**src/rtl/add_share_arb_pkg.sv**
```systemverilog
// Shared execute-stage definitions for the add_share_arb block.
//   TAG_W_DEF : default width of the opaque per-request tag
//   SRC_REQ0  : requester index of requester 0
//   SRC_REQ1  : requester index of requester 1
package add_share_arb_pkg;

  localparam int TAG_W_DEF = 2;

  localparam logic SRC_REQ0 = 1'b0;
  localparam logic SRC_REQ1 = 1'b1;

endpackage

```
**src/rtl/add_share_arb_adder32.sv**
```systemverilog
// adder32: 32-bit modular adder built as eight 4-bit ripple slices.
// Ports:
//   a, b : 32-bit operands
//   sum  : (a + b) mod 2^32, carry out of the top slice is discarded
module adder32 (
  input  logic [31:0] a,
  input  logic [31:0] b,
  output logic [31:0] sum
);

  logic [7:0] carry;

  assign carry[0] = 1'b0;

  for (genvar g = 0; g < 8; g++) begin : g_slice
    if (g < 7) begin : g_mid
      assign {carry[g+1], sum[4*g+3:4*g]} =
        {1'b0, a[4*g+3:4*g]} + {1'b0, b[4*g+3:4*g]} + {4'b0000, carry[g]};
    end else begin : g_top
      // Top slice drops its carry: the add is modulo 2^32.
      assign sum[4*g+3:4*g] =
        a[4*g+3:4*g] + b[4*g+3:4*g] + {3'b000, carry[g]};
    end
  end

endmodule

```
**src/rtl/add_share_arb.sv**
```systemverilog
// add_share_arb: two-requester round-robin arbiter in front of one shared
// adder32, with a one-entry response register drained by valid/ready.
// Ports:
//   clk, rst_n                          : clock, async active-low reset
//   req0_valid/ready/a/b/tag            : requester 0 handshake + operands
//   req1_valid/ready/a/b/tag            : requester 1 handshake + operands
//   rsp_valid, rsp_ready                : response handshake
//   rsp_sum, rsp_src, rsp_tag           : result, source index, request tag
module add_share_arb
  import add_share_arb_pkg::*;
#(
  parameter int TAG_W = TAG_W_DEF
) (
  input  logic             clk,
  input  logic             rst_n,
  input  logic             req0_valid,
  output logic             req0_ready,
  input  logic [31:0]      req0_a,
  input  logic [31:0]      req0_b,
  input  logic [TAG_W-1:0] req0_tag,
  input  logic             req1_valid,
  output logic             req1_ready,
  input  logic [31:0]      req1_a,
  input  logic [31:0]      req1_b,
  input  logic [TAG_W-1:0] req1_tag,
  output logic             rsp_valid,
  input  logic             rsp_ready,
  output logic [31:0]      rsp_sum,
  output logic             rsp_src,
  output logic [TAG_W-1:0] rsp_tag
);

  logic             rsp_valid_q, rsp_valid_d;
  logic [31:0]      rsp_sum_q,   rsp_sum_d;
  logic             rsp_src_q,   rsp_src_d;
  logic [TAG_W-1:0] rsp_tag_q,   rsp_tag_d;
  logic             last_q,      last_d;

  logic             free;
  logic             gnt;
  logic             gnt_idx;
  logic             sel;
  logic [31:0]      op_a;
  logic [31:0]      op_b;
  logic [31:0]      add_sum;

  // A draining response frees the slot in the same cycle. rst_n gates the
  // grant so nothing is accepted while reset is held.
  assign free = rst_n && (!rsp_valid_q || rsp_ready);

  always_comb begin
    gnt     = 1'b0;
    gnt_idx = last_q;
    if (free) begin
      if (req0_valid && req1_valid) begin
        gnt     = 1'b1;
        gnt_idx = !last_q;
      end else if (req0_valid) begin
        gnt     = 1'b1;
        gnt_idx = SRC_REQ0;
      end else if (req1_valid) begin
        gnt     = 1'b1;
        gnt_idx = SRC_REQ1;
      end
    end
  end

  assign req0_ready = gnt && (gnt_idx == SRC_REQ0);
  assign req1_ready = gnt && (gnt_idx == SRC_REQ1);

  // With no grant the mux parks on the last winner; the sum is unused then.
  assign sel  = gnt ? gnt_idx : last_q;
  assign op_a = (sel == SRC_REQ1) ? req1_a : req0_a;
  assign op_b = (sel == SRC_REQ1) ? req1_b : req0_b;

  adder32 u_adder32 (
    .a   (op_a),
    .b   (op_b),
    .sum (add_sum)
  );

  always_comb begin
    rsp_valid_d = rsp_valid_q;
    rsp_sum_d   = rsp_sum_q;
    rsp_src_d   = rsp_src_q;
    rsp_tag_d   = rsp_tag_q;
    last_d      = last_q;
    if (gnt) begin
      rsp_valid_d = 1'b1;
      rsp_sum_d   = add_sum;
      rsp_src_d   = gnt_idx;
      rsp_tag_d   = (gnt_idx == SRC_REQ1) ? req1_tag : req0_tag;
      last_d      = gnt_idx;
    end else if (rsp_valid_q && rsp_ready) begin
      rsp_valid_d = 1'b0;
    end
  end

  always_ff @(posedge clk or negedge rst_n) begin
    if (!rst_n) begin
      rsp_valid_q <= 1'b0;
      rsp_sum_q   <= '0;
      rsp_src_q   <= SRC_REQ0;
      rsp_tag_q   <= '0;
      last_q      <= SRC_REQ1;  // requester 0 wins the first contention
    end else begin
      rsp_valid_q <= rsp_valid_d;
      rsp_sum_q   <= rsp_sum_d;
      rsp_src_q   <= rsp_src_d;
      rsp_tag_q   <= rsp_tag_d;
      last_q      <= last_d;
    end
  end

  assign rsp_valid = rsp_valid_q;
  assign rsp_sum   = rsp_sum_q;
  assign rsp_src   = rsp_src_q;
  assign rsp_tag   = rsp_tag_q;

endmodule
```
**config.mk**
```make
export PLATFORM = sky130hd
export DESIGN_NAME = add_share_arb
export DESIGN_NICKNAME = d
export VERILOG_FILES = /design/src/rtl/add_share_arb_pkg.sv /design/src/rtl/add_share_arb_adder32.sv /design/src/rtl/add_share_arb.sv
export SDC_FILE = /design/constraint.sdc
export NUM_CORES = 1
export LEC_CHECK = 0
export CORE_ASPECT_RATIO = 1.2
export CORE_UTILIZATION = 33
export CTS_BUF_LIST = sky130_fd_sc_hd__clkbuf_2 sky130_fd_sc_hd__clkbuf_4 sky130_fd_sc_hd__clkbuf_8
export CTS_CLUSTER_DIAMETER = 40
export DETAILED_ROUTE_END_ITERATION = 16
export PLACE_DENSITY = 0.79
export REMOVE_ABC_BUFFERS = 1
export SYNTH_ARGS = -nofsm -noshare
export SYNTH_HDL_FRONTEND = slang
export SYNTH_SLANG_ARGS = --single-unit
```
**constraint.sdc**
```tcl
create_clock -name clk -period 10.2 [get_ports clk]
set_input_delay 2.04 -clock clk [delete_from_list [all_inputs] [get_ports clk]]
set_output_delay 2.04 -clock clk [all_outputs]
set_load 0.1 [all_outputs]
```
==> results of run 1 <==
==> layout make-up <==
type | instances | area [sq um]
Clock buffer | 7 | 90.09
Fill cell | 805 | 3924
Inverter | 22 | 87.58
Multi-Input combinational cell | 227 | 2247
Sequential cell | 37 | 927.1
Tap cell | 123 | 153.9
Timing Repair Buffer | 219 | 2086
==> timing repair <==
action	CTS	global route
endpoints found under the hold margin	0	0
hold buffers	0	0
setup endpoints to repair	4	5
pin swaps	13	37
gates resized for setup	43	14
buffers inserted	17	7
==> cell usage after synthesis, drive strengths merged <==
cell	count	area, sq um
mux2	50	608.1
a21oi	14	70.07
xnor2	4	35.03
nor3	1	5.000
nor2b	1	6.260
nor2	2	7.510
and4	1	11.26
nand2b	1	13.76
xor2	13	113.9
o21ai	30	150.1
nand3b	1	7.510
inv	22	82.58
o211ai	1	7.510
or2	1	8.760
a31oi	1	12.51
a21o	16	120.1
dfstp	1	26.28
clkbuf	5	18.77
buf	9	75.06
fa	15	300.3
ha	24	300.3
nand2	30	112.6
mux2i	19	205.2
dfrtp	36	900.9
o21a	1	7.510
o311ai	1	8.760
==> layer usage <==
layer  part of all wire (%)  routed length [um]  GRT usage [%]  up-vias
met2                     54                4956          36.73      129
met1                     39                3562          19.73     1373
met3                    7.1                 660          4.321        6
met4                   0.68                  63          3.683        0
li1                       -                   -              -     1456
met5                      0                   0              0        -
==> tightest hold or removal path, cell delays in order (launching register included) <==
cell     delay (ns)
dfrtp_1        0.34
nand2_1        0.04
o21ai_0        0.06
==> power groups by stage <==
| stage | registers [uW] | logic, uW | clock network, uW |
|---|---|---|---|
| after global placement | 248 | 1090 | 0 |
| final | 249 | 1190 | 107 |
| after global routing | 260 | 1260 | 116 |
| after floorplan | 730 | 315 | 0 |
| after CTS | 250 | 1170 | 111 |
| after detailed placement | 253 | 1100 | 0 |
==> kinds of logic (layout without fill, tap and decap cells) <==
| family | count (synthesis) | after routing |
|---|---|---|
| compound gates | 64 | 64 |
| buf+inv | 36 | 248 |
| flops | 37 | 37 |
| simple gates | 38 | 38 |
| xor+xnor | 17 | 17 |
| fa+ha+maj | 39 | 39 |
| mux | 69 | 69 |
==> worst max-delay path by stage <==
stage                           from           to  slack, ns  depth (start not counted)
final                      rsp_ready  rsp_sum[29]       0.14                         45
after global placement     rsp_ready  rsp_sum[31]      -0.72                         46
after CTS                 req1_valid  rsp_sum[31]       0.06                         45
after floorplan            rsp_ready  rsp_sum[30]      -0.77                         43
after detailed placement   rsp_ready  rsp_sum[31]      -0.98                         46
after global routing       rsp_ready  rsp_sum[31]      -0.23                         47
==> stage by stage <==
stage | total power, uW | setup TNS (ns) | std cells
after floorplan | 1046 | -2.458 | 286
after global placement | 1337 | -2.474 | 605
after detailed placement | 1356 | -3.390 | 605
after CTS | 1531 | 0 | 629
after global routing | 1633 | -0.7896 | 635
final | 1543 | 0 | 635
==> registers in the layout, indices dropped and copies added (netlist names) <==
name / cells
rsp_tag: 2
last_q: 1
rsp_src: 1
rsp_sum: 32
rsp_valid: 1
==> cell usage in the layout (no fill, tap or decap), types with 6 or more instances in the layout <==
cell type and instances:
a21oi_1 7, mux2_4 19, clkbuf_8 6, buf_4 42, ha_1 21, mux2_2 31, fa_2 15, dfrtp_1 36
a21oi_2 7, a21o_1 16, nand2_1 30, clkdlybuf4s50_1 170, inv_2 11, mux2i_1 15, xor2_1 13, inv_1 10
o21ai_0 26
==> flow_summary.ini, run 1 <==
[status]
outcome = finished, final reports clean

[route]
ant_nets = 0
firstDrtPassIters = 4
num_vias = 2964
finalWirelength_mm = 9.242
route.detailed.drc = 0
wl_per_cell_um = 14.55
drt_iter0_markers = 48
via_per_inst = 4.668

[logic_synthesis]
synthSimpleGateAreaFrac_pct = 5.370
synthAdderAreaFrac_pct = 18.68
yosys.cell_types.count = 31
avgSynthCellArea_sq_um = 10.72
syn-cell-area_sq_mm = 0.003216
synth_compound_area_share_pct = 11.71
netlist_instances = 300
seq_area_frac_synth_pct = 28.83
ys_ff_latch = 37
synth_top_family_by_area = multiplexers
synth.area.mux_share_pct = 25.29
yosys_warnings = 0
synthXorXnorAreaFrac_pct = 4.630

[clocking]
clk_latency_ns = 0.28
cts_buffers = 5
clk_pin_slew_ns = 0.07
htreeDepth = 2
clock-root-buffer = clkbuf_8
clk_path_buf_depth = 2
clock_sinks = 37
cts_tree = yes

[sta]
final.setup_skew_ns = 0.004415
rsz0062_at_grt = yes
tightest_slew_ns = 1.029
finalSetupViolations = 0
min_period_ns = 10.06
setup_ws_ns = 0.1433
fin_crit_sh_pct = 98.59
max_freq_mhz = 99.44
hold_violations = 0
drv_slew = 0
hold_ws_ns = 0.4791
slew_headroom_pct = 31.20

[floorplan]
die-height_um = 110.1
initial_core_util_pct = 33.79
rows = 39
num_io_pins = 175
die_w_um = 92.11
core_sq_mm = 0.009515
die-area_sq_mm = 0.01014

[placed_design]
io_buffer_count = 174
place_hpwl_mm = 7.162
place_congestion = 0.7635
placed_area_sq_mm = 0.005177
pre_cts_ws_ns = -0.9805

[critical_path]
r2r_end = rsp_sum[29]
critical_path_arrival_ns = 10.21
crit_path_end_kind = flip-flop
crit_slowest_cell = fa_2
critical_path_class = input pin to flip-flop
reg2regPathDepth = 43
reg2reg_from = last_q
max_stage_delay_ns = 0.53
crit_required_ns = 10.35
crit_buf_inv = 11
ff2ff_setup_slack_ns = 1.64
path_max_fanout = 5
worst_path_most_repeated_cell = fa_2
cp-start-kind = input pin
critical-path-top-delay-family = adder cells

[pwr]
worst_ir_drop_vdd_mv = 0.1187
power_density_mw_per_mm2 = 276.0
power_leakage_uw = 0.002542
p_comb_share_pct = 76.9
power_frac_seq_pct = 16.2
switching_power_uw = 852.7
swShare_pct = 55.26
p_clk_share_pct = 6.9
internal_power_uw = 690.4

[grt]
grt_pass1_wl_mm = 14.71
grt_overflow_total = 0
grt_start_max_net_pins = 69
grt_pass1_vias = 3156
antenna_found_initial = 0
track_usage_pct = 18.44

[cells_and_area]
diodes = 0
synthToLayoutAreaGrowth_pct = 73.89
utilization_pct = 58.76
num-nets-final = 688
drive_gt1_share_pct = 29.49
final_area_sq_mm = 0.005592

[min_path]
min-delay-start = rsp_sum[28]
hold_depth = 2
hold_path_end = rsp_sum[28]
min_path_type = flip-flop to flip-flop

[run]
drv_cap = 0
Note: power is estimated with default switching activity, not from simulation.
==> inputs of run 2 (changes only) <==
- CORE_UTILIZATION: 33 -> 35
- PLACE_DENSITY: 0.79 -> 0.82
==> run 2 against run 1 <==
- critical endpoint unchanged
- register-to-register slack gained 0.21 ns
- sequential power is essentially flat
- combinational power shrank 4%
- clock skew grew 0.0027 ns
- sequential share of layout area grew 0.28 points
- worst hold slack gained 0.0022 ns
- largest power group unchanged
- clock power grew 41%
- critical path type unchanged
- non-clock buffer count shrank 13
- total power is essentially flat
- die area shrank 5.6%
- critical path depth shrank 1
- fmax grew 2.0%
==> flow_summary.ini, run 2 (synthesis gave the netlist of run 1 again) <==
[route]
num_vias = 2936
firstDrtPassIters = 4
route.detailed.drc = 0
drt_iter0_markers = 55
wl_per_cell_um = 14.87
finalWirelength_mm = 9.173
ant_nets = 0
via_per_inst = 4.759

[pwr]
power_uw = 1543
power_leakage_uw = 0.002460
swShare_pct = 54.59
internal_power_uw = 700.8
power_density_mw_per_mm2 = 280.7
power_frac_seq_pct = 16.0
p_clk_share_pct = 9.8
p_comb_share_pct = 74.2
switching_power_uw = 842.5
worst_ir_drop_vdd_mv = 0.1214

[sta]
finalSetupViolations = 0
tightest_slew_ns = 1.029
drv_slew = 0
max_freq_mhz = 101.4
hold_violations = 0
min_period_ns = 9.863
rsz0062_at_grt = yes
hold_ws_ns = 0.4813
slew_headroom_pct = 31.21
final.setup_skew_ns = 0.007159
fin_crit_sh_pct = 96.69

[critical_path]
critical_path_class = input pin to flip-flop
max_stage_delay_ns = 0.52
crit_buf_inv = 11
reg2regPathDepth = 42
worst-path-stages = 44
crit_required_ns = 10.35
critical-path-top-delay-family = adder cells
crit_slowest_cell = fa_2
path_max_fanout = 5
critical_path_arrival_ns = 10.02
reg2reg_from = last_q
worst_path_most_repeated_cell = fa_2
crit_path_end_kind = flip-flop
cp-start-kind = input pin
critPathLaunch = rsp_ready

[cells_and_area]
synthToLayoutAreaGrowth_pct = 70.97
num-nets-final = 675
diodes = 0
mostFrequentLayoutCell = clkdlybuf4s50_1
drive_gt1_share_pct = 27.40
layout_common_cells = clkdlybuf4s50_1 (170), dfrtp_1 (36), mux2_2 (35)
largest_register_ffs = 32

[grt]
grt_overflow_total = 0
grt_pass1_vias = 3192
antenna_found_initial = 0
track_usage_pct = 19.26
grt_pass1_wl_mm = 14.12
grt_start_max_net_pins = 69

[clocking]
clk_pin_slew_ns = 0.08
clock-root-buffer = clkbuf_8
clk_latency_ns = 0.29
clk_path_buf_depth = 2
cts_tree = yes
htreeDepth = 2
cts_buffers = 5
clock_sinks = 37

[floorplan]
rows = 37
initial_core_util_pct = 36.75
die-area_sq_mm = 0.009577
die-height_um = 107
die_w_um = 89.50
core_sq_mm = 0.008750
num_io_pins = 175

[min_path]
min_path_type = flip-flop to flip-flop
hold_depth = 2
min-delay-start = rsp_sum[14]

[status]
outcome = finished, final reports clean

[placed_design]
place_congestion = 0.7793
place_hpwl_mm = 7.193
io_buffer_count = 174

[run]
drv_cap = 0
==> run 2: per-stage QoR <==
step                      setup TNS (ns)  cells  worst slack [ns]  utilization, %  instance area (sq um)
after floorplan                   -2.458    286           -0.7732               -                   3122
after global placement            -2.590    597           -0.7475           58.92                   5155
after detailed placement          -3.434    597           -0.9947           58.92                   5155
after CTS                              0    609           0.04631           61.96                   5421
after global routing            -0.09002    617          -0.04498           62.83                   5498
final                                  0    617            0.3372           62.83                   5498
==> run 2: layout make-up <==
| type | instances | area [sq um] |
|---|---|---|
| tap | 117 | 146.4 |
| clock inverter | 3 | 65.06 |
| fill | 695 | 3252 |
| clock buffer | 5 | 68.82 |
| timing repair buffer | 206 | 1982 |
| inverter | 22 | 87.58 |
| sequential | 37 | 927.1 |
| multi-input combinational | 227 | 2221 |
==> run 2: routing by layer <==
metal | GRT usage (%) | vias to the layer above | routed length (um)
met5 | 0 | - | 0
met4 | 4.989 | 0 | 145
met3 | 4.465 | 14 | 688
met2 | 38.82 | 129 | 5002
met1 | 18.81 | 1359 | 3337
li1 | - | 1434 | -
==> run 2: tightest hold or removal path, stage by stage, from the launching register on <==
cell and delay (ns):
dfrtp_1 0.34, nand2_1 0.05, o21ai_0 0.06
==> run 2: worst paths after layout <==
kind / to / slack (ns)
worst max-delay path: rsp_sum[29] / 0.34
worst min-delay path: rsp_sum[14] / 0.48
worst max register to register: rsp_sum[29] / 1.85
worst min register to register: rsp_sum[14] / 0.48
max in group asynchronous: rsp_sum[23] / 8.06
min in group asynchronous: rsp_valid / 1.70
==> run 2: power by group through the flow <==
| stage | clock (uW) | sequential (uW) | combinational [uW] |
|---|---|---|---|
| after floorplan | 0 | 730 | 315 |
| after global placement | 0 | 247 | 1080 |
| after detailed placement | 0 | 251 | 1100 |
| after CTS | 158 | 248 | 1140 |
| after global routing | 164 | 257 | 1210 |
| final | 151 | 247 | 1140 |
==> run 2: timing repair <==
item                       4_1_cts  5_1_grt
pin swaps                       34       35
setup buffers                    4        8
gates resized for setup         43        8
setup endpoints to repair        4        4
hold buffers                     0        0
